**src/rtl/layer_mac_sequencer.sv**
```systemverilog
// Dense-layer sequencer: one signed 16x16 MAC shared across all neurons, bias add, saturate, write.
// Optional build macro LAYER_RELU_EN clamps negative results to zero (hidden layers).
module layer_mac_sequencer #(
  parameter int INPUT_SIZE    = 784,
  parameter int NUM_NEURONS   = 16,
  parameter int IN_ADDR_W     = 10,
  parameter int NEURON_ADDR_W = 4,
  parameter int W_ADDR_W      = 14
) (
  input  logic                     clk,
  input  logic                     rst_n,
  input  logic                     start,
  output logic                     busy,
  output logic                     done,
  output logic [IN_ADDR_W-1:0]     in_addr,
  input  logic [15:0]              in_data,
  output logic [W_ADDR_W-1:0]      w_addr,
  input  logic [15:0]              w_data,
  output logic [NEURON_ADDR_W-1:0] b_addr,
  input  logic [15:0]              b_data,
  output logic                     out_we,
  output logic [NEURON_ADDR_W-1:0] out_addr,
  output logic [15:0]              out_data
);

  typedef enum logic [2:0] {IDLE, MAC, FLUSH, WRITE, DONE} state_t;

  localparam logic [IN_ADDR_W-1:0]     LAST_I = IN_ADDR_W'(INPUT_SIZE - 1);
  localparam logic [NEURON_ADDR_W-1:0] LAST_N = NEURON_ADDR_W'(NUM_NEURONS - 1);
  localparam logic [W_ADDR_W-1:0]      N_W    = W_ADDR_W'(INPUT_SIZE);

  state_t                   state, state_nx;
  logic [NEURON_ADDR_W-1:0] neuron;
  logic [W_ADDR_W-1:0]      base;
  logic signed [41:0]       acc, acc_nx;
  logic signed [31:0]       prod;
  logic signed [42:0]       sum, shifted;
  logic [15:0]              sat, result;
  logic                     mac_vld;

  always_ff @(posedge clk or negedge rst_n)
    if (!rst_n) state <= IDLE;
    else        state <= state_nx;

  always_comb begin
    state_nx = state;
    case (state)
      IDLE:    if (start) state_nx = MAC;
      MAC:     if (in_addr == LAST_I) state_nx = FLUSH;
      FLUSH:   state_nx = WRITE;
      WRITE:   state_nx = (neuron == LAST_N) ? DONE : MAC;
      DONE:    state_nx = IDLE;
      default: state_nx = IDLE;
    endcase
  end

  assign busy   = (state == MAC) || (state == FLUSH) || (state == WRITE);
  assign done   = (state == DONE);
  assign b_addr = neuron;

  // ROM data lags its address by one cycle, so mac_vld marks cycles whose data belongs to a MAC address.
  assign prod    = $signed(in_data) * $signed(w_data);
  assign acc_nx  = acc + (mac_vld ? 42'(prod) : 42'sd0);
  assign sum     = 43'(acc_nx) + (43'($signed(b_data)) <<< 15);
  assign shifted = sum >>> 15;

  always_comb begin
    if (shifted > 43'sd32767)       sat = 16'h7FFF;
    else if (shifted < -43'sd32768) sat = 16'h8000;
    else                            sat = shifted[15:0];
`ifdef LAYER_RELU_EN
    result = sat[15] ? 16'h0000 : sat;
`else
    result = sat;
`endif
  end

  // Result is registered on the FLUSH edge so the write strobe, address and data are all clean flops.
  always_ff @(posedge clk or negedge rst_n) begin
    if (!rst_n) begin
      neuron   <= '0;
      base     <= '0;
      in_addr  <= '0;
      w_addr   <= '0;
      acc      <= '0;
      mac_vld  <= 1'b0;
      out_we   <= 1'b0;
      out_addr <= '0;
      out_data <= '0;
    end else begin
      mac_vld <= (state == MAC);
      out_we  <= 1'b0;
      case (state)
        IDLE: if (start) begin
          neuron  <= '0;
          base    <= '0;
          in_addr <= '0;
          w_addr  <= '0;
          acc     <= '0;
        end
        MAC: begin
          acc <= acc_nx;
          if (in_addr != LAST_I) begin
            in_addr <= in_addr + 1'b1;
            w_addr  <= w_addr + 1'b1;
          end
        end
        FLUSH: begin
          acc      <= acc_nx;
          out_we   <= 1'b1;
          out_addr <= neuron;
          out_data <= result;
        end
        WRITE: begin
          acc <= '0;
          if (neuron != LAST_N) begin
            neuron  <= neuron + 1'b1;
            base    <= base + N_W;
            w_addr  <= base + N_W;
            in_addr <= '0;
          end
        end
        default: ;
      endcase
    end
  end

endmodule

```
**config.mk**
```make
export PLATFORM = sky130hd
export DESIGN_NAME = layer_mac_sequencer
export DESIGN_NICKNAME = d
export VERILOG_FILES = /design/src/rtl/layer_mac_sequencer.sv
export SDC_FILE = /design/constraint.sdc
export NUM_CORES = 1
export LEC_CHECK = 0
export ABC_AREA = 1
export ABC_CLOCK_PERIOD_IN_PS = 5500
export CAP_MARGIN = 10
export CORE_ASPECT_RATIO = 1.4
export CORE_UTILIZATION = 55
export CTS_BUF_LIST = sky130_fd_sc_hd__clkbuf_8 sky130_fd_sc_hd__clkbuf_16
export CTS_CLUSTER_DIAMETER = 60
export CTS_CLUSTER_SIZE = 10
export DETAILED_ROUTE_END_ITERATION = 8
export PLACE_DENSITY_LB_ADDON = 0.2
export SYNTH_ARGS = -nofsm -noshare
export SYNTH_HDL_FRONTEND = slang
export SYNTH_SLANG_ARGS = --single-unit
```
**constraint.sdc**
```tcl
create_clock -name clk -period 5.5 [get_ports clk]
set_clock_uncertainty 0.1 [all_clocks]
set_input_delay 0.55 -clock clk [delete_from_list [all_inputs] [get_ports clk]]
set_output_delay 0.55 -clock clk [all_outputs]
set_load 0.005 [all_outputs]
```
# [Word-level counts from Yosys, hierarchy flattened]
# Cells that the tools add are included.
[word_totals] register_bits=109 in_bits=51 out_inout_bits=51
[op_classes] n_addsub=6 mul=1 magnitude_cmp=2 n_eq_ne=12 muxes=22 n_reduce_logical=11
[op_table] operator="$pmux 42 s3" count=1
[op_table] operator="$mux 42" count=2
[op_table] operator="$add 42x31->43" count=1
[op_table] operator="$add 42x42->42" count=1
[op_table] operator="$mux 14" count=3
[op_table] operator="$pmux 14 s3" count=1
[op_table] operator="$mul 16x16->32" count=1
[op_table] operator="$mux 16" count=2
[op_table] operator="$mux 10" count=3
[op_table] operator="$pmux 10 s3" count=1
[op_table] operator="$gt 28x16->1 const B" count=1
[op_table] operator="$lt 28x16->1 const B" count=1
[op_table] operator="$pmux 14 s2" count=1
[op_table] operator="$add 14x1->14 const B" count=1
[op_table] operator="$add 14x10->14 const B" count=1
[op_table] operator="$pmux 3 s4" count=1
[op_table] operator="$add 10x1->10 const B" count=1
[op_table] operator="$eq 10x10->1 const B" count=1
[op_table] operator="$ne 10x10->1 const B" count=1
[op_table] operator="$mux 3" count=3
[op_table] operator="$mux 4" count=2
[op_table] operator="$pmux 4 s2" count=1
[op_table] operator="$eq 3x2->1 const B" count=2
[op_table] operator="$reduce_bool 3->1" count=2
[op_table] operator="15 further kinds" count=19

# [Depth between registers and ports, before layout]
# Gate-level depths: netlist of run 1.
[logic_depth] word_depth=7 mapped_depth=60 ltp_nobuf=57

# [Least setup slack after synthesis of run 1]
# OpenSTA, ideal clock, no wires.
[synth_path] path_kind="input-to-reg" from="input port in_data[15]" to="register out_data[5]" arrival_time_ps=9187 t_required_ps=5284 slack_ps=-3904 path_stages=51 n_path_buf=2 path_cell_list="clkbuf_1 > nand2_1 > inv_1 > fa_1 > inv_1 > fa_1 > inv_1 > fa_1 > inv_1 > fa_1 > inv_1 > fa_1 > inv_1 > fa_1 > inv_1 > ha_1 > inv_1 > nor4_1 > [15 not listed] > and2_1 > ha_1 > nand2_1 > nor2_1 > nand2_1 > nor3_2 > nand2_2 > nand3_2 > nand2_1 > nand2_1 > nand3_1 > nor2_2 > nand3_2 > nand2_4 > buf_12 > nand2_1 > nand2_1 > nand2_1"
[synth_between] elab_chain_len=7
[synth_lines] item="from (decl)" line="16" source="input logic [15:0] in_data,"
[synth_lines] item="$mul 16x16->32 *" line="62" source="assign prod = $signed(in_data) * $signed(w_data);"
[synth_lines] item="$mux 42 *" line="63" source="assign acc_nx = acc + (mac_vld ? 42'(prod) : 42'sd0);"
[synth_lines] item="$add 42x42->42 *" line="63"
[synth_lines] item="$add 42x31->43 *" line="64" source="assign sum = 43'(acc_nx) + (43'($signed(b_data)) <<< 15);"
[synth_lines] item="$lt 28x16->1" line="69" source="else if (shifted < -43'sd32768) sat = 16'h8000;"
[synth_lines] item="$mux 16" line="69"
[synth_lines] item="$mux 16 *" line="68" source="if (shifted > 43'sd32767) sat = 16'h7FFF;"
[synth_lines] item="to (signal assigned)" line="112" source="out_data <= result;"
[synth_lines] item="to (decl)" line="23" source="output logic [15:0] out_data"
# Every way passes the cells marked *; elsewhere a longest branch is shown, timed or not.
# A chain may end at the register's enable or synchronous reset.

# [Final worst setup path of run 1]
[layout_path] from="input port in_data[8]" to="register out_data[7]"
# The elaborated chain is that of the path after synthesis.

==> flow_summary.json, run 1 <==
{
  "clk_latency_ps": 410,
  "syn_avg_cell_area_um2": 7.09,
  "fin_tns_setup_ps": -152010,
  "start_util_pct": 55.7,
  "die_w_um": 163,
  "worstPathArrival_ps": 10680,
  "r2r-end": "out_data[7]$_DFFE_PN0P_",
  "final_cell_mix": "nand2_1 (628), inv_1 (580), buf_4 (490)",
  "drc": 0,
  "grt_first_pass_wirelength_um": 112000,
  "final_antenna_net_count": 0,
  "rr_worst_depth": 30,
  "antenna_found_initial": 3,
  "rows": 82,
  "fin_ws_ps": -4990,
  "finalInstanceArea_um2": 29700,
  "postCtsHoldBufs": 0,
  "die_area_um2": 37000,
  "synthesis.instances": 2813,
  "synthesis.nets": 3283,
  "cts_inserted_buffers": 9,
  "r2r_start": "mac_vld$_DFF_PN0_",
  "root_buffer": "clkbuf_16",
  "violations": "negative setup slack",
  "grt_max_degree": 65,
  "layout_commonest_cell": "nand2_1",
  "critPathSlowestCell": "fa_1",
  "die_y_um": 227,
  "synth_top_cells_by_area": "fa_1 (27%), nand2_1 (14%), dfrtp_1 (13%)",
  "nets": 3911,
  "synth_mux_area_share_pct": 0,
  "post_dp_cell_area_um2": 25100,
  "synth-seq-cells": 105,
  "num_io_pins": 102,
  "ys_seq_area_share_pct": 13.2,
  "synth_top_family_by_area": "adder cells",
  "num-fill-cells": 1971,
  "rsz0062_at_grt": "yes",
  "fmax_mhz": 95.4,
  "grt_pass1_vias": 22700,
  "synth_edf_count": 0,
  "synth-async-reset-ratio_pct": 100,
  "path_clk_slew_ps": 90,
  "fin_util_pct": 83.0,
  "dp_hpwl_um": 49100,
  "synth_compound_area_share_pct": 9.37,
  "track_usage_pct": 39.4,
  "core_um2": 35800,
  "ys_types": 51,
  "setup_viol": 51,
  "drv_slew": 0,
  "slew-limit-headroom_pct": 28.8,
  "io_buffers": 101,
  "drv_cap": 0,
  "instances_no_fill": 3911,
  "drt_first_pass_iters": 8,
  "vias": 23300,
  "gp_congestion": 0.970,
  "cp_common_cell": "nand2_1",
  "cts.sink_count": 105,
  "hold_violations": 0,
  "worstPathMaxFanout": 8,
  "worstSetupPathType": "in -> reg",
  "dp_cells": 3700,
  "clk_path_buf_depth": 2,
  "post_drt_wl_per_cell_um": 22.5,
  "synth_top_area_share_pct": 26.5,
  "max_stage_delay_ps": 580,
  "drive_above_1_share_pct": 36.9,
  "synth_warnings": 0,
  "synth_area_leader_cell": "fa_1",
  "wirelength_um": 87900,
  "hold_class": "in -> async",
  "worstMarginPinSlew_ps": 1060,
  "first_iter_violations": 2248,
  "grt-ovfl-total": 0,
  "run_status": "complete, but fails checks",
  "synthAdderAreaFrac_pct": 36.2,
  "min_period_over_period_pct": 191,
  "startpoint_type": "input port",
  "ys.flop_type": "dfrtp_1",
  "min_period_ps": 10490,
  "cp-end-kind": "flop",
  "synth_xor_area_share_pct": 2.64,
  "yosys.area_share.simple_pct": 23.9,
  "h-tree-depth": 3,
  "syn-cell-area_um2": 19900,
  "reg2reg_slack_ps": -310,
  "required_ps": 5690,
  "via_per_inst": 5.95,
  "cts_tree": "done",
  "area_delta_synth_final_pct": 49.0
}
-- cell families after synthesis --
kind of cell,Yosys count
compound gates,329
xor+xnor,60
fa+ha+maj,419
buf+inv,765
flops,105
simple gates,1135
-- sequential cells by signal (all words and copies together), names as in the netlist --
name,flops
state,3
mac_vld,1
acc,42
out_data,16
base,10
w_addr,14
b_addr,4
in_addr,10
out_addr,4
out_we,1
-- metal layers --
metal	wire (um)	track usage [%]	vias to the layer above	part of all wire, %
li1	-	-	9730	-
met5	373	0	-	0.42
met4	10300	32.3	10	12
met3	10000	8.51	890	11
met1	26800	38.9	10900	30
met2	40400	70.5	1726	46
-- cells in the mapped netlist (3+ instances only) --
| cell type | number |
|---|---|
| dfrtp_1 | 105 |
| nor2_2 | 16 |
| and2_1 | 7 |
| a31oi_1 | 18 |
| nor4_1 | 6 |
| clkbuf_1 | 69 |
| inv_1 | 673 |
| nor3_1 | 22 |
| a32o_1 | 3 |
| or2_2 | 14 |
| and3_1 | 3 |
| xor2_1 | 38 |
| o21a_1 | 5 |
| nand4_1 | 27 |
| nand3_1 | 80 |
| nand2_2 | 19 |
| nor3_2 | 4 |
| fa_1 | 264 |
| a22o_1 | 13 |
| a21oi_1 | 134 |
| nor2_4 | 3 |
| nand3_2 | 7 |
| nor2_1 | 171 |
| ha_1 | 155 |
| o21ai_0 | 108 |
| xnor2_1 | 22 |
| a21o_1 | 18 |
| nand2_1 | 748 |
| nand2_4 | 3 |
| buf_2 | 6 |
| o21bai_1 | 12 |
| a21boi_0 | 5 |
| inv_2 | 10 |
-- critical path: cells and delay by family --
| kind | cells | cell delay, ps |
|---|---|---|
| buffers and inverters | 9 | 1350 |
| AND/OR/NAND/NOR | 24 | 3950 |
| adder cells (fa/ha/maj) | 9 | 4350 |
| AO/OA/AOI/OAI | 1 | 330 |
| XOR/XNOR | 1 | 120 |
-- layout make-up --
class                           instances  area (um2)  area share [%]
Inverter                              684        2600            8.76
Sequential cell                       105        2630            8.84
Clock buffer                            9         225           0.758
Tap cell                              462         578            1.95
Antenna cell                            3        7.51          0.0253
Multi-Input combinational cell       1945       17400            58.6
Timing Repair Buffer                  696        6180            20.8
Clock inverter                          7        88.8           0.299
-- stage by stage --
| stage | setup slack [ps] | hold slack (ps) |
|---|---|---|
| after floorplan | -3140 | 154 |
| after global placement | -5120 | 360 |
| after detailed placement | -5150 | 368 |
| after CTS | -3630 | 179 |
| after global routing | -5130 | 202 |
| final | -4990 | 131 |
-- worst max path at each step --
stage,slack [ps],end,start,depth (start not counted)
4_1_cts,-3630,out_data[3]$_DFFE_PN0P_,in_data[15],51
5_1_grt,-5130,out_data[13]$_DFFE_PN0P_,in_data[8],47
2_1_floorplan,-3140,out_data[5]$_DFFE_PN0P_,w_data[6],53
6_report,-4990,out_data[7]$_DFFE_PN0P_,in_data[8],44
3_5_place_dp,-5150,out_data[1]$_DFFE_PN0P_,w_data[15],47
3_3_place_gp,-5120,out_data[1]$_DFFE_PN0P_,in_data[15],47
-- repair_timing --
item,CTS,global route
gates cloned,8,1
buffers inserted,145,41
pin swaps,257,203
endpoints found under the setup margin,51,51
resized for setup,504,351
Power of run 1 is not shown: default switching activity piles up to over one toggle a cycle in this logic, so the estimate is an artifact.
==> run 2: changes to the inputs <==
--- a/config.mk
+++ b/config.mk
@@ -14,7 +14,9 @@
 export CTS_CLUSTER_DIAMETER = 60
 export CTS_CLUSTER_SIZE = 10
 export DETAILED_ROUTE_END_ITERATION = 8
+export GPL_ROUTABILITY_DRIVEN = 0
 export PLACE_DENSITY_LB_ADDON = 0.2
+export RECOVER_POWER = 100
 export SYNTH_ARGS = -nofsm -noshare
 export SYNTH_HDL_FRONTEND = slang
 export SYNTH_SLANG_ARGS = --single-unit
==> flow_summary.json, run 2 <==
{
  "cts_inserted_buffers": 9,
  "grt-ovfl-total": 259,
  "run_status": "stopped before the end",
  "ys_types": 51,
  "start_util_pct": 55.7,
  "post_dp_cell_area_um2": 25100,
  "ys_seq_area_share_pct": 13.2,
  "synth_area_leader_cell": "fa_1",
  "track_usage_pct": 69.8,
  "cts.sink_count": 105,
  "num_io_pins": 102,
  "ys.flop_type": "dfrtp_1",
  "crit_endpoint": "out_data[9]$_DFFE_PN0P_/D",
  "synth_top_cells_by_area": "fa_1 (27%), nand2_1 (14%), dfrtp_1 (13%)",
  "stop_error": "[ERROR GRT-0232] Routing congestion too high. Check the congestion heatmap in the GUI.",
  "ys_top_cells_by_count": "nand2_1 (748), inv_1 (673), fa_1 (264), nor2_1 (171), ha_1 (155)",
  "grt_max_degree": 76,
  "die_w_um": 163,
  "worst_endpoint_kind": "sequential cell input",
  "synth_most_common_cell": "nand2_1",
  "synth-seq-cells": 105,
  "io_buffers": 101,
  "rows": 82,
  "synth_edf_count": 0,
  "clk_path_buf_depth": 2,
  "dp_hpwl_um": 48300,
  "synth_top_area_share_pct": 26.5,
  "h-tree-depth": 3,
  "synthesis.instances": 2813,
  "syn_avg_cell_area_um2": 7.09,
  "lastStage": "global routing",
  "dp_cells": 3696,
  "synthesis.nets": 3283,
  "die_y_um": 227,
  "synth_warnings": 0,
  "syn-cell-area_um2": 19900,
  "postCtsHoldBufs": 0,
  "root_buffer": "clkbuf_16",
  "synth-async-reset-ratio_pct": 100
}
==> run 2: kinds of logic after synthesis <==
| group | Yosys count | share of synthesized area [%] |
|---|---|---|
| xor gates and xnor gates | 60 | 2.64 |
| adders and majority gates | 419 | 36.2 |
| buffers and inverters | 765 | 14.7 |
| and+or+nand+nor | 1135 | 23.9 |
| DFF | 105 | 13.2 |
| AOI/OAI and AO/OA | 329 | 9.37 |
==> run 2: through the flow <==
| stage | hold slack, ps | worst slack, ps | util, % |
|---|---|---|---|
| after floorplan | 154 | -3140 | - |
| after global placement | 365 | -4600 | 70.0 |
| after detailed placement | 369 | -4700 | 70.0 |
| after CTS | 243 | -3360 | 79.9 |
==> run 2: layer usage <==
layer	track usage, %	overflow
met1	67.9	2
met2	90.6	147
met3	52.2	8
met4	69.4	102
met5	18.3	0
==> run 2: what timing repair did <==
| action | CTS |
|---|---|
| gates resized for setup | 602 |
| endpoints found under the hold margin | 0 |
| setup endpoints to repair | 51 |
| gates cloned | 11 |
| pin swaps | 316 |
| setup buffers | 129 |
==> run 3: changes to the inputs <==
==> config.mk (replaced) <==
export PLATFORM = sky130hd
export DESIGN_NAME = layer_mac_sequencer
export DESIGN_NICKNAME = d
export VERILOG_FILES = /design/src/rtl/layer_mac_sequencer.sv
export SDC_FILE = /design/constraint.sdc
export NUM_CORES = 1
export LEC_CHECK = 0
export ABC_AREA = 1
export ABC_CLOCK_PERIOD_IN_PS = 5500
export CAP_MARGIN = 10
export CORE_UTILIZATION = 40
export DETAILED_ROUTE_END_ITERATION = 8
export GPL_ROUTABILITY_DRIVEN = 0
export PLACE_DENSITY_LB_ADDON = 0.15
export RECOVER_POWER = 100
export SYNTH_ARGS = -nofsm -noshare
export SYNTH_HDL_FRONTEND = slang
export SYNTH_SLANG_ARGS = --single-unit
==> flow_summary.json, run 3 (synthesis gave the netlist of run 1 again) <==
{
  "first_iter_violations": 988,
  "layout_commonest_cell": "nand2_1",
  "instances_no_fill": 4111,
  "startpoint_type": "input port",
  "final_cell_mix": "nand2_1 (614), inv_1 (563), buf_4 (482)",
  "grt_pass1_vias": 20800,
  "cts.sink_count": 105,
  "post_dp_cell_area_um2": 25600,
  "violations": "max-capacitance violations, max-slew violations, negative setup slack",
  "max_stage_delay_ps": 570,
  "worstSetupPathType": "in -> reg",
  "dp_hpwl_um": 48100,
  "worstPathArrival_ps": 9350,
  "path_clk_slew_ps": 80,
  "setup_viol": 50,
  "largest_reg_flops": 42,
  "hold_violations": 0,
  "core_um2": 49100,
  "io_buffers": 101,
  "drv_slew": 85,
  "drv_cap": 2,
  "vias": 20100,
  "grt-ovfl-total": 0,
  "track_usage_pct": 25.9,
  "rr_worst_depth": 29,
  "clk_path_buf_depth": 2,
  "nets": 3911,
  "cp_common_cell": "nand2_1",
  "grt_first_pass_wirelength_um": 105000,
  "fmax_mhz": 109,
  "critPathSlowestCell": "fa_2",
  "antenna_found_initial": 1,
  "post_drt_wl_per_cell_um": 15.8,
  "holdPathStages": 2,
  "reg_top3": "acc: 42 flops, out_data: 16 flops, w_addr: 14 flops",
  "h-tree-depth": 3,
  "required_ps": 5660,
  "dp_cells": 3929,
  "fin_tns_setup_ps": -106590,
  "via_per_inst": 4.89,
  "num_io_pins": 102,
  "num-fill-cells": 4222,
  "fin_ws_ps": -3690,
  "die_area_um2": 50800,
  "grt_max_degree": 57,
  "worstMarginPinSlew_ps": 2960,
  "cts_inserted_buffers": 9,
  "largest_register": "acc",
  "start_util_pct": 40.7,
  "run_status": "complete, but fails checks",
  "worstPathMaxFanout": 8,
  "die_w_um": 225,
  "min_period_ps": 9190,
  "hold_class": "reg -> reg",
  "wirelength_um": 64800,
  "die_y_um": 225,
  "drive_above_1_share_pct": 37.7,
  "cp-end-kind": "flop",
  "clk_latency_ps": 380,
  "cts_tree": "done",
  "slew-limit-headroom_pct": -97.4,
  "drc": 0,
  "root_buffer": "clkbuf_16",
  "finalInstanceArea_um2": 30000,
  "rows": 81,
  "final_antenna_net_count": 0,
  "rsz0062_at_grt": "yes",
  "min_period_over_period_pct": 167,
  "area_delta_synth_final_pct": 50.6,
  "drt_first_pass_iters": 6,
  "fin_util_pct": 61.2
}
-- run 3: metrics by stage --
stage / worst slack [ps] / hold WS, ps
floorplan: -3140 / 154
CTS: -3480 / 129
detailed placement: -4710 / 364
global route: -4030 / 408
finish: -3690 / 379
global placement: -4670 / 365
-- run 3: final cells by class --
type	count	area (um2)	share of cell area [%]
sequential	105	2630	8.75
tap	664	831	2.77
antenna	1	2.50	0.00833
timing repair buffer	696	6350	21.1
clock buffer	9	225	0.750
inverter	684	2600	8.65
multi-input combinational	1945	17300	57.6
clock inverter	7	88.8	0.296
-- run 3: repair_timing --
item	in CTS	in global routing
resized for setup	506	367
hold buffers	0	0
pin swaps	309	236
cloned	17	0
setup endpoints to repair	51	52
setup buffers	126	36
-- run 3: metal layers --
metal  share of wire (%)  vias to the layer above  global-route usage (%)
met5                   0                        -                       0
met4                 3.9                        0                    10.1
met3                 3.4                      151                    2.22
met2                  51                      518                    46.0
met1                  41                     9708                    32.4
li1                    -                     9731                       -
-- run 3: worst max-delay path, delay by kind of cell --
kind                     cells  cell delay [ps]
adder cells (fa/ha/maj)      9             3840
AND/OR/NAND/NOR             23             2490
AO/OA/AOI/OAI                9             1370
buffers and inverters       11             1090
-- run 3: path summary, 6_finish.rpt --
| kind | start | endpoint | slack (ps) |
|---|---|---|---|
| worst max-delay path | w_data[11] | out_data[4]$_DFFE_PN0P_ | -3690 |
| worst min-delay path | out_addr[2]$_DFFE_PN0P_ | out_addr[2]$_DFFE_PN0P_ | 380 |
| worst max register to register | mac_vld$_DFF_PN0_ | out_data[4]$_DFFE_PN0P_ | 290 |
| worst min register to register | out_addr[2]$_DFFE_PN0P_ | out_addr[2]$_DFFE_PN0P_ | 380 |
| max in group asynchronous | rst_n | acc[32]$_DFFE_PN0P_ | 1620 |
| min in group asynchronous | rst_n | w_addr[1]$_DFFE_PN0P_ | 1010 |
Power of run 3 is left out for the same reason.
==> RTL change, RTL diff (flow settings as in run 1) <==
Re-encode `state_t` (5 states) as Gray code, 3 bits wide.
--- a/src/rtl/layer_mac_sequencer.sv
+++ b/src/rtl/layer_mac_sequencer.sv
@@ -25,3 +25,3 @@
 
-  typedef enum logic [2:0] {IDLE, MAC, FLUSH, WRITE, DONE} state_t;
+  typedef enum logic [2:0] {IDLE = 3'b000, MAC = 3'b001, FLUSH = 3'b011, WRITE = 3'b010, DONE = 3'b110} state_t;
 
Behaviour: same outputs for any inputs over 10 cycles, from zero or initial values and one cycle with rst_n low; not proved beyond that.
==> RTL change against run 1 <==
- the flow now stops in 5_1_grt
- synthesized area decreased by 0.26%
==> RTL change: results <==
export IMPL_status="stopped before the end"
export IMPL_lastStage="5_1_grt"
export IMPL_stop_error="[ERROR GRT-0232] Routing congestion too high. Check the congestion heatmap in the GUI."
export IMPL_synth_async_reset_ratio_pct=100
export IMPL_port_buffers=101
export IMPL_yosysSeqAreaShare_pct=13.2
export IMPL_hpwl_mm=51.0
export IMPL_synth_adder_area_share_pct=36.3
export IMPL_worst_endpoint="out_data[5]$_DFFE_PN0P_/D"
export IMPL_dpl_cell_count=3770
export IMPL_synth_xor_area_share_pct=2.81
export IMPL_synth_area_leaders="fa_1, nand2_1, dfrtp_1, inv_1, ha_1"
export IMPL_synth_mux_area_fraction_pct=0
export IMPL_syn_nets=3297
export IMPL_grt_total_usage_pct=67.2
export IMPL_synth_cell_types=56
export IMPL_htreeDepth=3
export IMPL_synthCells=2827
export IMPL_cts_buffers=9
export IMPL_ys_ff_latch=105
export IMPL_yosys_warnings=0
export IMPL_synth_compound_area_share_pct=9.57
export IMPL_cts_root_buf="clkbuf_16"
export IMPL_grt_max_degree=58
export IMPL_cts_max_path_buffers=2
export IMPL_gp_congestion=0.998
export IMPL_worst_path_end_type="register data pin"
export IMPL_yosys_top_cells_count="nand2_1, inv_1, fa_1"
export IMPL_yosys_most_used_dff="dfrtp_1"
export IMPL_gr_total_overflow=13
-- RTL change: layer usage --
layer	GRT overflow	global-route usage [%]
met4	10	61.0
met2	2	85.8
met5	0	38.8
met1	0	65.2
met3	1	53.3
-- RTL change: cell families after synthesis --
family	count (synthesis)
and+or+nand+nor	1144
buffers and inverters	765
adders and majority gates	419
AOI/OAI and AO/OA	331
DFF	105
xor gates and xnor gates	63
-- RTL change: per-stage QoR --
stage | area (um2) | worst slack, ns
after CTS | 28700 | -3.73
after global placement | 25500 | -5.16
after detailed placement | 25500 | -5.23
after floorplan | 20900 | -3.27
-- RTL change: what timing repair did --
action | in CTS
resized for setup | 511
buffers inserted | 122
endpoints found under the setup margin | 52
hold buffers | 0
pin swaps | 258
gates cloned | 15
endpoints found under the hold margin | 0
